[config.mk]
export PLATFORM = sky130hd
export DESIGN_NAME = sr_cmd_conditioner
export DESIGN_NICKNAME = d
export VERILOG_FILES = /design/src/rtl/sr_cmd_conditioner.sv
export SDC_FILE = /design/constraint.sdc
export NUM_CORES = 1
export LEC_CHECK = 0
export ABC_AREA = 1
export BUFFER_PORTS_ARGS = -buffer_cell sky130_fd_sc_hd__buf_2
export CAP_MARGIN = 20
export CORE_ASPECT_RATIO = 0.6
export CORE_MARGIN = 1.5
export CORE_UTILIZATION = 64
export DETAILED_ROUTE_END_ITERATION = 6
export PLACE_DENSITY_LB_ADDON = 0.05
export REMOVE_ABC_BUFFERS = 1
export SETUP_SLACK_MARGIN = 0.5
export SYNTH_ARGS = -nofsm -noshare
export SYNTH_HDL_FRONTEND = slang
export SYNTH_SLANG_ARGS = --single-unit
[constraint.sdc]
create_clock -name clk -period 2.48 [get_ports clk]
set_input_delay 0.248 -clock clk [delete_from_list [all_inputs] [get_ports clk]]
set_output_delay 0.248 -clock clk [all_outputs]
set_load 0.1 [all_outputs]
[src/rtl/sr_cmd_conditioner.sv]
// sr_cmd_conditioner: synchronises and debounces raw set/reset requests, then issues
// spaced single-cycle S/R pulses to an SR flip-flop. Optional macro: SR_RESET_PRIORITY_EN.
`default_nettype none

module sr_cmd_conditioner #(
    parameter int unsigned DB_CYCLES = 4,
    parameter int unsigned HOLDOFF   = 2
) (
    input  logic clk,
    input  logic rst_n,
    input  logic set_req,
    input  logic reset_req,
    output logic S,
    output logic R,
    output logic conflict,
    output logic busy
);

    typedef enum logic [1:0] {
        IDLE  = 2'd0,
        PULSE = 2'd1,
        HOLD  = 2'd2
    } state_t;

    logic [1:0] req_raw;
    logic [1:0] db_rise;
    logic [1:0] pend_q;
    logic [1:0] pend_d;
    state_t     state_q;
    logic [3:0] hold_q;

    assign req_raw = {reset_req, set_req};

    // Channel 0 is set, channel 1 is reset.
    generate
        for (genvar g = 0; g < 2; g++) begin : g_ch
            logic       sync1_q;
            logic       sync2_q;
            logic       db_q;
            logic [7:0] cnt_q;
            logic [7:0] cnt_inc;

            assign cnt_inc    = cnt_q + 8'd1;
            assign db_rise[g] = (sync2_q != db_q) && (cnt_inc == 8'(DB_CYCLES)) && !db_q;

            always_ff @(posedge clk or negedge rst_n) begin
                if (!rst_n) begin
                    sync1_q <= 1'b0;
                    sync2_q <= 1'b0;
                    db_q    <= 1'b0;
                    cnt_q   <= 8'd0;
                end else begin
                    sync1_q <= req_raw[g];
                    sync2_q <= sync1_q;
                    if (sync2_q == db_q) begin
                        cnt_q <= 8'd0;
                    end else if (cnt_inc == 8'(DB_CYCLES)) begin
                        cnt_q <= 8'd0;
                        db_q  <= sync2_q;
                    end else begin
                        cnt_q <= cnt_inc;
                    end
                end
            end
        end
    endgenerate

    // New debounced events merge into the flags even while they are being consumed.
    assign pend_d = pend_q | db_rise;

    always_ff @(posedge clk or negedge rst_n) begin
        if (!rst_n) begin
            state_q  <= IDLE;
            hold_q   <= 4'd0;
            pend_q   <= 2'b00;
            S        <= 1'b0;
            R        <= 1'b0;
            conflict <= 1'b0;
            busy     <= 1'b0;
        end else begin
            S        <= 1'b0;
            R        <= 1'b0;
            conflict <= 1'b0;
            pend_q   <= pend_d;
            case (state_q)
                IDLE: begin
                    busy <= 1'b0;
                    if (pend_q == 2'b11) begin
                        pend_q   <= db_rise;
                        conflict <= 1'b1;
`ifdef SR_RESET_PRIORITY_EN
                        R       <= 1'b1;
                        busy    <= 1'b1;
                        state_q <= PULSE;
`else
                        state_q <= IDLE;
`endif
                    end else if (pend_q[0]) begin
                        pend_q  <= {pend_q[1], 1'b0} | db_rise;
                        S       <= 1'b1;
                        busy    <= 1'b1;
                        state_q <= PULSE;
                    end else if (pend_q[1]) begin
                        pend_q  <= {1'b0, pend_q[0]} | db_rise;
                        R       <= 1'b1;
                        busy    <= 1'b1;
                        state_q <= PULSE;
                    end
                end
                PULSE: begin
                    busy    <= 1'b1;
                    hold_q  <= 4'd0;
                    state_q <= HOLD;
                end
                HOLD: begin
                    if (hold_q == 4'(HOLDOFF - 1)) begin
                        busy    <= 1'b0;
                        state_q <= IDLE;
                    end else begin
                        busy   <= 1'b1;
                        hold_q <= hold_q + 4'd1;
                    end
                end
                default: begin
                    busy    <= 1'b0;
                    state_q <= IDLE;
                end
            endcase
        end
    end

endmodule

`default_nettype wire
==> reports/summary.txt <==
Starting Density - 67.0%
Area Growth Syn to Fin - 11.0%
Worst reg2reg path depth - 8
Routed vias/inst - 5.03
Width of the chip - 68.7 um
Post-route setup TNS - 0 ns
Cells after Synth - 190
Rows - 14
Crit path capture type - register
Worst hold path type - in2async
Netlist cell types - 21
Final Cell Area - 1840 um^2
R2R Setup Slk - 0.97 ns
RSZ-0062 raised after global routing - no
Core box area - 2470 um^2
Status - complete, no violations
Mean area per synthesized cell - 8.71 um^2
CTS tree - built
Routed WL per cell - 12.4 um
Largest family of logic cells by synthesized area - simple AND/OR/NAND/NOR gates
Peak VDD IR - 0.556 mV
Clock Sinks - 34
Detailed-route DRC error count - 0
Final Hold Viols - 0
Worst setup endpoint - g_ch[0].cnt_q[0]
IO Pins - 8
Top post-synthesis cells by area - dfrtp_1, nand2_1, inv_1, ha_1, nor2_1
Synth Area in Simple Gates - 25.0%
Cell Pwr Density - 910 nW/um^2
Worst flop-to-flop path endpoint - g_ch[0].cnt_q[0]
Hold-fix buffers, CTS - 0
Seq/Total Area, Yosys - 51.4%
Clk_skew - 0.00172 ns
Maxcap violations - 0
Total grt overflow - 0
Post-Synth XOR/XNOR Area - 3.70%
Layout cell share with drive strength beyond 1 - 17.1%
CTS Buffer Depth - 2
Post-synth top area share - 51.4%
CTS root buffer - clkbuf_8
Arrival time at the worst endpoint - 1.69 ns
#FFs+latches synth - 34
Antenna Nets Post-Route - 0
Crit start category - register
First-pass GRT wire length - 5120 um
Diodes inserted - 0
Crit path launch - g_ch[0].cnt_q[0]
Final setup violation count - 0
Critical path type - reg2reg
Number of buffers created by CTS - 5
Multiplexer share of the synthesized area - 0%
Die Ht - 42.4 um
DRT Pass-1 Iters - 4
Reg-to-Reg Start - g_ch[0].cnt_q[0]
Worst path required time - 2.66 ns
Final min period - 1.51 ns
Actual slew at the worst max-slew pin - 0.736 ns
Nets@finish - 216
FILL cells - 177
Synthesized-area fraction occupied by adder cells - 6.05%
Placed cell areas - 1730 um^2
Placer congestion estimate - 0.867
Warning count from the yosys run - 0
Leak pwr - 0.000912 uW
Tightest slew margin relative to the limit - 50.9%
Initial antenna violation count - 0
Worst skew pair latency - 0.29 ns
Period Utilization, post-route - 60.8%
GR Util All Layers - 25.8%
Post-CTS Setup Inserts - 0
DPL Wire Length - 2190 um
Slew Viols, Final - 0
Final WL - 2930 um
PortBufs - 7
Yosys top cell by area - dfrtp_1
Synth Area in Compound Gates - 5.67%
Initial DRC Count - 98
H-tree levels - 2
Via count - 1191
Number of gates resized after cts - 0
Crit Path Max Fanout - 3
Pin count of the biggest net entering global routing - 35
Vias in the first global route - 1134
Clock-pin slew on the worst setup and hold paths - 0.06 ns
Mapped Area - 1660 um^2
Die ar. - 2910 um^2
Maximum clock frequency - 0.663 GHz
[state kept, by name, summed over array words and instances, names as in the netlist, 2 cells and up]
register	cells
g_ch.cnt_q	16
hold_q	4
g_ch.sync1_q	2
g_ch.db_q	2
pend_q	2
state_q	2
g_ch.sync2_q	2
[worst min path at each step]
stage / start / to / slack (ns) / cells past startpoint
CTS: rst_n / hold_q[2] / 0.03 / 1
global placement: rst_n / hold_q[2] / 0.34 / 1
detailed placement: rst_n / hold_q[2] / 0.34 / 1
floorplan: rst_n / R / -0.05 / 0
finish: rst_n / g_ch[1].cnt_q[4] / 0.02 / 1
global route: reset_req / g_ch[1].sync1_q / 0.05 / 1
[worst max-delay path: stages (launching register included)]
cell	delay, ns
dfrtp_1	0.37
ha_1	0.23
nand3_2	0.13
o21ai_1	0.19
nand2_1	0.09
nor2_2	0.17
nand2_2	0.10
inv_2	0.10
nor2_2	0.04
[per-stage QoR]
stage                     hold WS, ns  power [uW]  worst slack [ns]  std cells  utilization [%]
after floorplan               -0.0476        1080              1.17        190                -
after global placement          0.339        1170              1.04        229             70.1
after detailed placement        0.339        1190             0.994        229             70.1
after CTS                      0.0251        1690             0.982        237             74.4
after global routing           0.0511        1790             0.867        237             74.4
final                          0.0196        1670             0.972        237             74.4
[synth_stat cells, drive strengths merged]
master,n
o22ai,3
nand2,41
a21oi,6
ha,8
dfrtp,34
nand4,4
nor3,2
inv,36
xor2,3
xnor2,4
o21ai,6
o21bai,1
nand3,13
nor2,28
nor3b,1
[cell type report]
| type | instances | area (um^2) | area share (%) |
|---|---|---|---|
| Clock buffer | 7 | 76.3 | 4.16 |
| Clock inverter | 1 | 30.0 | 1.63 |
| Inverter | 36 | 135 | 7.36 |
| Multi-Input combinational cell | 120 | 669 | 36.4 |
| Sequential cell | 34 | 851 | 46.3 |
| Tap cell | 32 | 40.0 | 2.18 |
| Timing Repair Buffer | 7 | 35.0 | 1.91 |
[power by group]
group | total, uW | internal (uW) | switching, uW | leakage [uW]
sequential | 732 | 650 | 82.6 | 0.000454
clock | 490 | 300 | 189 | 0.0000524
combinational | 450 | 141 | 309 | 0.000405
total | 1670 | 1090 | 581 | 0.000912
[layout by cell type, fill, tap and decap left out]
| cell | count |
|---|---|
| bufinv_16 | 1 |
| ha_1 | 8 |
| nand2_2 | 3 |
| xnor2_1 | 4 |
| dfrtp_1 | 34 |
| nor2_2 | 10 |
| nand4_1 | 4 |
| nor2_1 | 18 |
| nand3_2 | 3 |
| nor3_1 | 2 |
| nor3b_1 | 1 |
| o22ai_1 | 3 |
| inv_2 | 4 |
| o21bai_1 | 1 |
| nand2_1 | 38 |
| nand3_1 | 10 |
| clkbuf_8 | 5 |
| clkbuf_1 | 2 |
| inv_1 | 32 |
| xor2_1 | 3 |
| o21ai_1 | 2 |
| o21ai_0 | 2 |
| a21oi_1 | 6 |
| buf_2 | 7 |
| o21ai_2 | 2 |
[cells by family (layout without fill, tap and decap cells)]
kind of cell | Yosys count | after routing
compound gates | 16 | 16
xor+xnor | 7 | 7
fa+ha+maj | 8 | 8
buf+inv | 36 | 51
flops | 34 | 34
simple gates | 89 | 89
[metal layers]
layer | up-vias | track usage, % | part of all wire [%]
met5 | - | 0 | 0
met4 | 0 | 14.4 | 2.4
met3 | 7 | 7.26 | 3.1
met2 | 16 | 32.3 | 40
met1 | 556 | 39.7 | 55
li1 | 612 | - | -
Power figures use the tool's default switching activity.
